## src/rtl/mux8_scan_pkg.sv

```systemverilog
// Shared definitions for the 8:1 mux scanner: channel count, select and
// settle-counter widths, and the scanner FSM state encoding.
package mux8_scan_pkg;

  localparam int NUM_CH = 8;
  localparam int SEL_W  = 3;
  localparam int CNT_W  = 4;

  // Select value of the final channel of a frame
  localparam logic [SEL_W-1:0] LAST_CH = SEL_W'(NUM_CH - 1);

  // Scanner states; ST_SETTLE waits out the mux, ST_SAMPLE captures Y,
  // ST_FULL holds a completed frame while the output slot is occupied
  typedef enum logic [1:0] {
    ST_IDLE   = 2'd0,
    ST_SETTLE = 2'd1,
    ST_SAMPLE = 2'd2,
    ST_FULL   = 2'd3
  } state_t;

endpackage

```

## src/rtl/mux8_settle_timer.sv

```systemverilog
// Loadable down-counter timing the settle wait after each select change.
// done is high for exactly the last cycle of a loaded count, so a count of
// N held in SETTLE state produces a transition after N cycles.
module mux8_settle_timer
  import mux8_scan_pkg::*;
(
  input  logic             clk,
  input  logic             rst_n,
  input  logic             load,
  input  logic [CNT_W-1:0] load_val,
  output logic             done
);

  logic [CNT_W-1:0] cnt;

  // Load on request, otherwise count down and rest at zero
  always_ff @(posedge clk or negedge rst_n) begin
    if (!rst_n) begin
      cnt <= '0;
    end else if (load) begin
      cnt <= load_val;
    end else if (cnt != '0) begin
      cnt <= cnt - 1'b1;
    end
  end

  assign done = (cnt == CNT_W'(1));

endmodule

```

## src/rtl/mux8_scanner.sv

```systemverilog
// Sequencing front-end for the 8:1 structural multiplexer. Steps the select
// lines S2..S0 through channels 0..7, waits SETTLE cycles on each, samples Y
// into a shadow byte and hands the finished frame downstream over
// frame_valid/frame_ready.
// Optional feature: define MUX8_SCAN_AUTO_EN for continuous scanning, where
// each loaded frame is followed immediately by a new scan from channel 0.
module mux8_scanner
  import mux8_scan_pkg::*;
#(
  parameter int SETTLE = 1
)(
  input  logic       clk,
  input  logic       rst_n,
  input  logic       start,
  input  logic       Y,
  output logic       S0,
  output logic       S1,
  output logic       S2,
  output logic [7:0] frame_data,
  output logic       frame_valid,
  input  logic       frame_ready,
  output logic       busy
);

  localparam logic [CNT_W-1:0] SETTLE_LD = CNT_W'(SETTLE);

  // With no settle time a channel goes straight to its sample cycle
  localparam state_t CH_ENTRY = (SETTLE == 0) ? ST_SAMPLE : ST_SETTLE;

`ifdef MUX8_SCAN_AUTO_EN
  localparam state_t AFTER_LOAD = CH_ENTRY;
`else
  localparam state_t AFTER_LOAD = ST_IDLE;
`endif

  state_t            state, state_nxt;
  logic [SEL_W-1:0]  sel, sel_nxt;
  logic [NUM_CH-1:0] shadow;
  logic [NUM_CH-1:0] frame_src;
  logic              handshake;
  logic              slot_free;
  logic              load_frame;
  logic              timer_load;
  logic              timer_done;

  mux8_settle_timer u_timer (
    .clk      (clk),
    .rst_n    (rst_n),
    .load     (timer_load),
    .load_val (SETTLE_LD),
    .done     (timer_done)
  );

  assign handshake = frame_valid & frame_ready;
  assign slot_free = ~frame_valid | frame_ready;

  // A frame completed in SAMPLE still needs this cycle's Y as its top bit
  assign frame_src = (state == ST_SAMPLE) ? {Y, shadow[NUM_CH-2:0]} : shadow;

  // Next-state, next-select and frame-load decisions
  always_comb begin
    state_nxt  = state;
    sel_nxt    = sel;
    load_frame = 1'b0;
    case (state)
      ST_IDLE: begin
        if (start) begin
          state_nxt = CH_ENTRY;
          sel_nxt   = '0;
        end
      end
      ST_SETTLE: begin
        if (timer_done) begin
          state_nxt = ST_SAMPLE;
        end
      end
      ST_SAMPLE: begin
        if (sel != LAST_CH) begin
          sel_nxt   = sel + 1'b1;
          state_nxt = CH_ENTRY;
        end else if (slot_free) begin
          load_frame = 1'b1;
          sel_nxt    = '0;
          state_nxt  = AFTER_LOAD;
        end else begin
          state_nxt = ST_FULL;
        end
      end
      ST_FULL: begin
        if (handshake) begin
          load_frame = 1'b1;
          sel_nxt    = '0;
          state_nxt  = AFTER_LOAD;
        end
      end
      default: begin
        state_nxt = ST_IDLE;
        sel_nxt   = '0;
      end
    endcase
  end

  // The settle count restarts only on entry into SETTLE
  always_comb begin
    timer_load = (state_nxt == ST_SETTLE) && (state != ST_SETTLE);
  end

  // State and select registers
  always_ff @(posedge clk or negedge rst_n) begin
    if (!rst_n) begin
      state <= ST_IDLE;
      sel   <= '0;
    end else begin
      state <= state_nxt;
      sel   <= sel_nxt;
    end
  end

  // Shadow byte collects one Y sample per channel
  always_ff @(posedge clk or negedge rst_n) begin
    if (!rst_n) begin
      shadow <= '0;
    end else if (state == ST_SAMPLE) begin
      shadow[sel] <= Y;
    end
  end

  // Output slot: a new frame overrides a same-edge handshake
  always_ff @(posedge clk or negedge rst_n) begin
    if (!rst_n) begin
      frame_data  <= '0;
      frame_valid <= 1'b0;
    end else if (load_frame) begin
      frame_data  <= frame_src;
      frame_valid <= 1'b1;
    end else if (handshake) begin
      frame_valid <= 1'b0;
    end
  end

  assign S0   = sel[0];
  assign S1   = sel[1];
  assign S2   = sel[2];
  assign busy = (state != ST_IDLE);

endmodule

```

## config.mk

```make
export PLATFORM = sky130hd
export DESIGN_NAME = mux8_scanner
export DESIGN_NICKNAME = d
export VERILOG_FILES = /design/src/rtl/mux8_scan_pkg.sv /design/src/rtl/mux8_settle_timer.sv /design/src/rtl/mux8_scanner.sv
export SDC_FILE = /design/constraint.sdc
export NUM_CORES = 1
export LEC_CHECK = 0
export CORE_AREA = 5 5 53 60
export CTS_BUF_LIST = sky130_fd_sc_hd__clkbuf_8
export CTS_CLUSTER_SIZE = 12
export DETAILED_ROUTE_END_ITERATION = 10
export DIE_AREA = 0 0 58 65
export GPL_ROUTABILITY_DRIVEN = 0
export MAX_ROUTING_LAYER = met4
export PLACE_DENSITY = 0.79
export SETUP_SLACK_MARGIN = 0.1
export SYNTH_ARGS = -nofsm -noshare
export SYNTH_HDL_FRONTEND = slang
export SYNTH_SLANG_ARGS = --single-unit
export TNS_END_PERCENT = 50
```

## constraint.sdc

```tcl
create_clock -name clk -period 2.5 [get_ports clk]
set_input_delay 0.5 -clock clk [delete_from_list [all_inputs] [get_ports clk]]
set_output_delay 0.5 -clock clk [all_outputs]
set_load 0.05 [all_outputs]
```

==> results of run 1 <==
metrics by stage:
stage | area (sq um) | hold slack [ns] | cells | setup slack, ns | power (mW)
6_report | 1600 | 0.499 | 157 | 0.323 | 1.90
2_1_floorplan | 1330 | 0.204 | 104 | 0.504 | 1.34
5_1_grt | 1600 | 0.512 | 157 | 0.229 | 2.02
3_3_place_gp | 1530 | 0.464 | 153 | 0.559 | 1.54
3_5_place_dp | 1530 | 0.480 | 153 | 0.508 | 1.57
4_1_cts | 1600 | 0.501 | 157 | 0.321 | 1.92
cell usage after synthesis (all sizes together):
library cell	instances	area [sq um]
nor3	2	10.0
mux2	17	221
a21o	1	7.51
buf	4	35.0
nor2b	1	6.26
ha	5	62.6
o21ai	1	5.00
nand2	4	15.0
o2111ai	1	26.3
nand3	2	10.0
mux2i	1	10.0
or3b	1	8.76
nor2	7	26.3
or2	1	6.26
or2b	1	7.51
o21a	1	7.51
a31oi	1	6.26
a21boi	1	7.51
o2bb2ai	1	8.76
nand2b	7	43.8
inv	3	11.3
xnor2	1	8.76
a22o	3	26.3
a211oi	1	7.51
nand3b	4	42.5
o21ba	1	10.0
a21oi	2	10.0
nor3b	3	33.8
dfrtp	26	651
power groups by stage:
stage	clock [mW]	combinational, mW	sequential, mW
after floorplan	0	0.470	0.866
after CTS	0.354	0.904	0.664
after detailed placement	0	0.902	0.672
after global routing	0.371	0.964	0.689
after global placement	0	0.870	0.668
final	0.344	0.893	0.659
layout make-up:
cell class	instances	share of cell area
clock buffers	3	0.0258
multi-input cells	71	0.397
well taps	33	0.0258
inverters	3	0.00703
flip-flops and latches	26	0.406
repair buffers	20	0.120
clock inverters	1	0.0187
per-layer routing:
layer  GRT usage  share of wire
met1       0.163           0.43
met2       0.256           0.53
met5           -              0
met3      0.0239          0.036
met4      0.0609         0.0079
cell families (layout without fill, tap and decap cells):
kind of cell | after synthesis | after routing | synth area share
DFF | 26 | 26 | 0.488
xor gates and xnor gates | 1 | 1 | 0.00657
and+or+nand+nor | 33 | 33 | 0.158
buffers and inverters | 7 | 27 | 0.0347
muxes | 18 | 18 | 0.174
adders and majority gates | 5 | 5 | 0.0469
AOI/OAI and AO/OA | 14 | 14 | 0.0920
flip-flops by register name, indices dropped and copies added (netlist names):
| register | count |
|---|---|
| frame_data | 8 |
| shadow | 8 |
| u_timer.cnt | 4 |
| sel | 3 |
| state | 2 |
| frame_valid | 1 |
path summary, 6_finish.rpt:
kind	startpoint	end	slack, ns	cells past startpoint
max	sel[2]	S2	0.32	1
min	shadow[0]	shadow[0]	0.50	1
max reg2reg	sel[1]	frame_data[7]	0.56	4
min reg2reg	shadow[0]	shadow[0]	0.50	1
max in group asynchronous	rst_n	u_timer.cnt[3]	1.66	2
min in group asynchronous	rst_n	shadow[2]	0.59	2
==> flow_summary.ini, run 1 <==
[outcome]
status = complete, no violations

[cells_and_area]
final_util = 0.616
layout-area-overhead-vs-synth_pct = 20.3
num-fill-cells = 218
antenna_cells = 0
final_cell_mix = 26 x dfrtp_1, 17 x clkdlybuf4s50_1, 9 x mux2_1
layout_commonest_cell = dfrtp_1
multi_input_area_sq_um = 636
final-seq-area_sq_um = 651
final_nets = 135
drive_gt1_frac = 0.161

[clock_network]
cts.sinks = 26
cts_buffer_depth = 2
cts_tree = done
post_cts_buffers = 0
holdBufCountCts = 0
insertion_delay_ns = 0.27
cts_made_buffers = 3
cts_resized = 0
root_buffer = clkbuf_8
cts_htree_levels = 1
clk_pin_slew_ns = 0.09

[power]
pwr-share-seq = 0.348
powerDensity_mw_per_mm2 = 1180
clock_power_share = 0.181
peakVddDrop_mv = 0.616
p_int_mw = 1.15
cellLeakagePower_nw = 0.746
p_sw_frac = 0.391
combPwrFrac = 0.471
power.switching_uw = 741

[routing]
wire_per_inst_microns = 14.4
first_pass_iters = 4
vias = 835
drt_iter0_drc = 22
drc = 0
viasPerCell = 5.32
drt_wl_total_microns = 2270
detail-route-antenna-nets = 0

[min_path]
min_path_type = reg -> reg

[timing]
drv_slew = 0
setup_tns_ns = 0
fin_skew_ns = 0.00144
min_period_ns = 2.18
worst_pin_slew_ns = 0.507
finalHoldViolCount = 0
rsz0062_at_grt = false
setup_violations = 0
post-route-period-util = 0.871
max_slew_margin = 0.662
fmax_mhz = 459

[grt]
gr-total-overflow = 0
grt_use_total = 0.146
grt_pass1_wl_microns = 4130
antenna_found_initial = 0
grt_max_degree = 27
grt_pass1_vias = 893

[setup_path]
crit_required_ns = 2.00
worstPathMaxFanout = 11
path_cells = clkdlybuf4s50_1
cp.arrival_ns = 1.68
crit_path_max_incr_delay_ns = 0.87
critical-path-slowest-cell = clkdlybuf4s50_1
crit_type = reg -> out
worst-path-buf-inv = 1
path_delay_family = buffers and inverters
worst_setup_path_end_kind = primary output
startpoint_type = flop

[floorplanning]
core.rowCount = 20
fp.dieW_microns = 58
start_util = 0.512
core_sq_mm = 0.00260
ios = 18
dieArea_sq_mm = 0.00377
die_h_microns = 65

[synth]
post_synth_num_cell_types = 34
avgSynthCellArea_sq_um = 12.8
mappedNetlistArea_sq_mm = 0.00133
synth_cells = 104
ys_ff_latch = 26
synth_warnings = 0
synthesis.nets = 114
synth_seq_area_share = 0.488

[run]
drv_cap = 0

[placement]
dp_hpwl_microns = 1700
io_buffers = 17
Power figures use the tool's default switching activity.
==> inputs of run 2 (changes only) <==
Settings changed: SKIP_CTS_REPAIR_TIMING set to 1.
==> results of run 2 <==
Same layout as run 1: the final DEF is identical, and so are final timing and power.
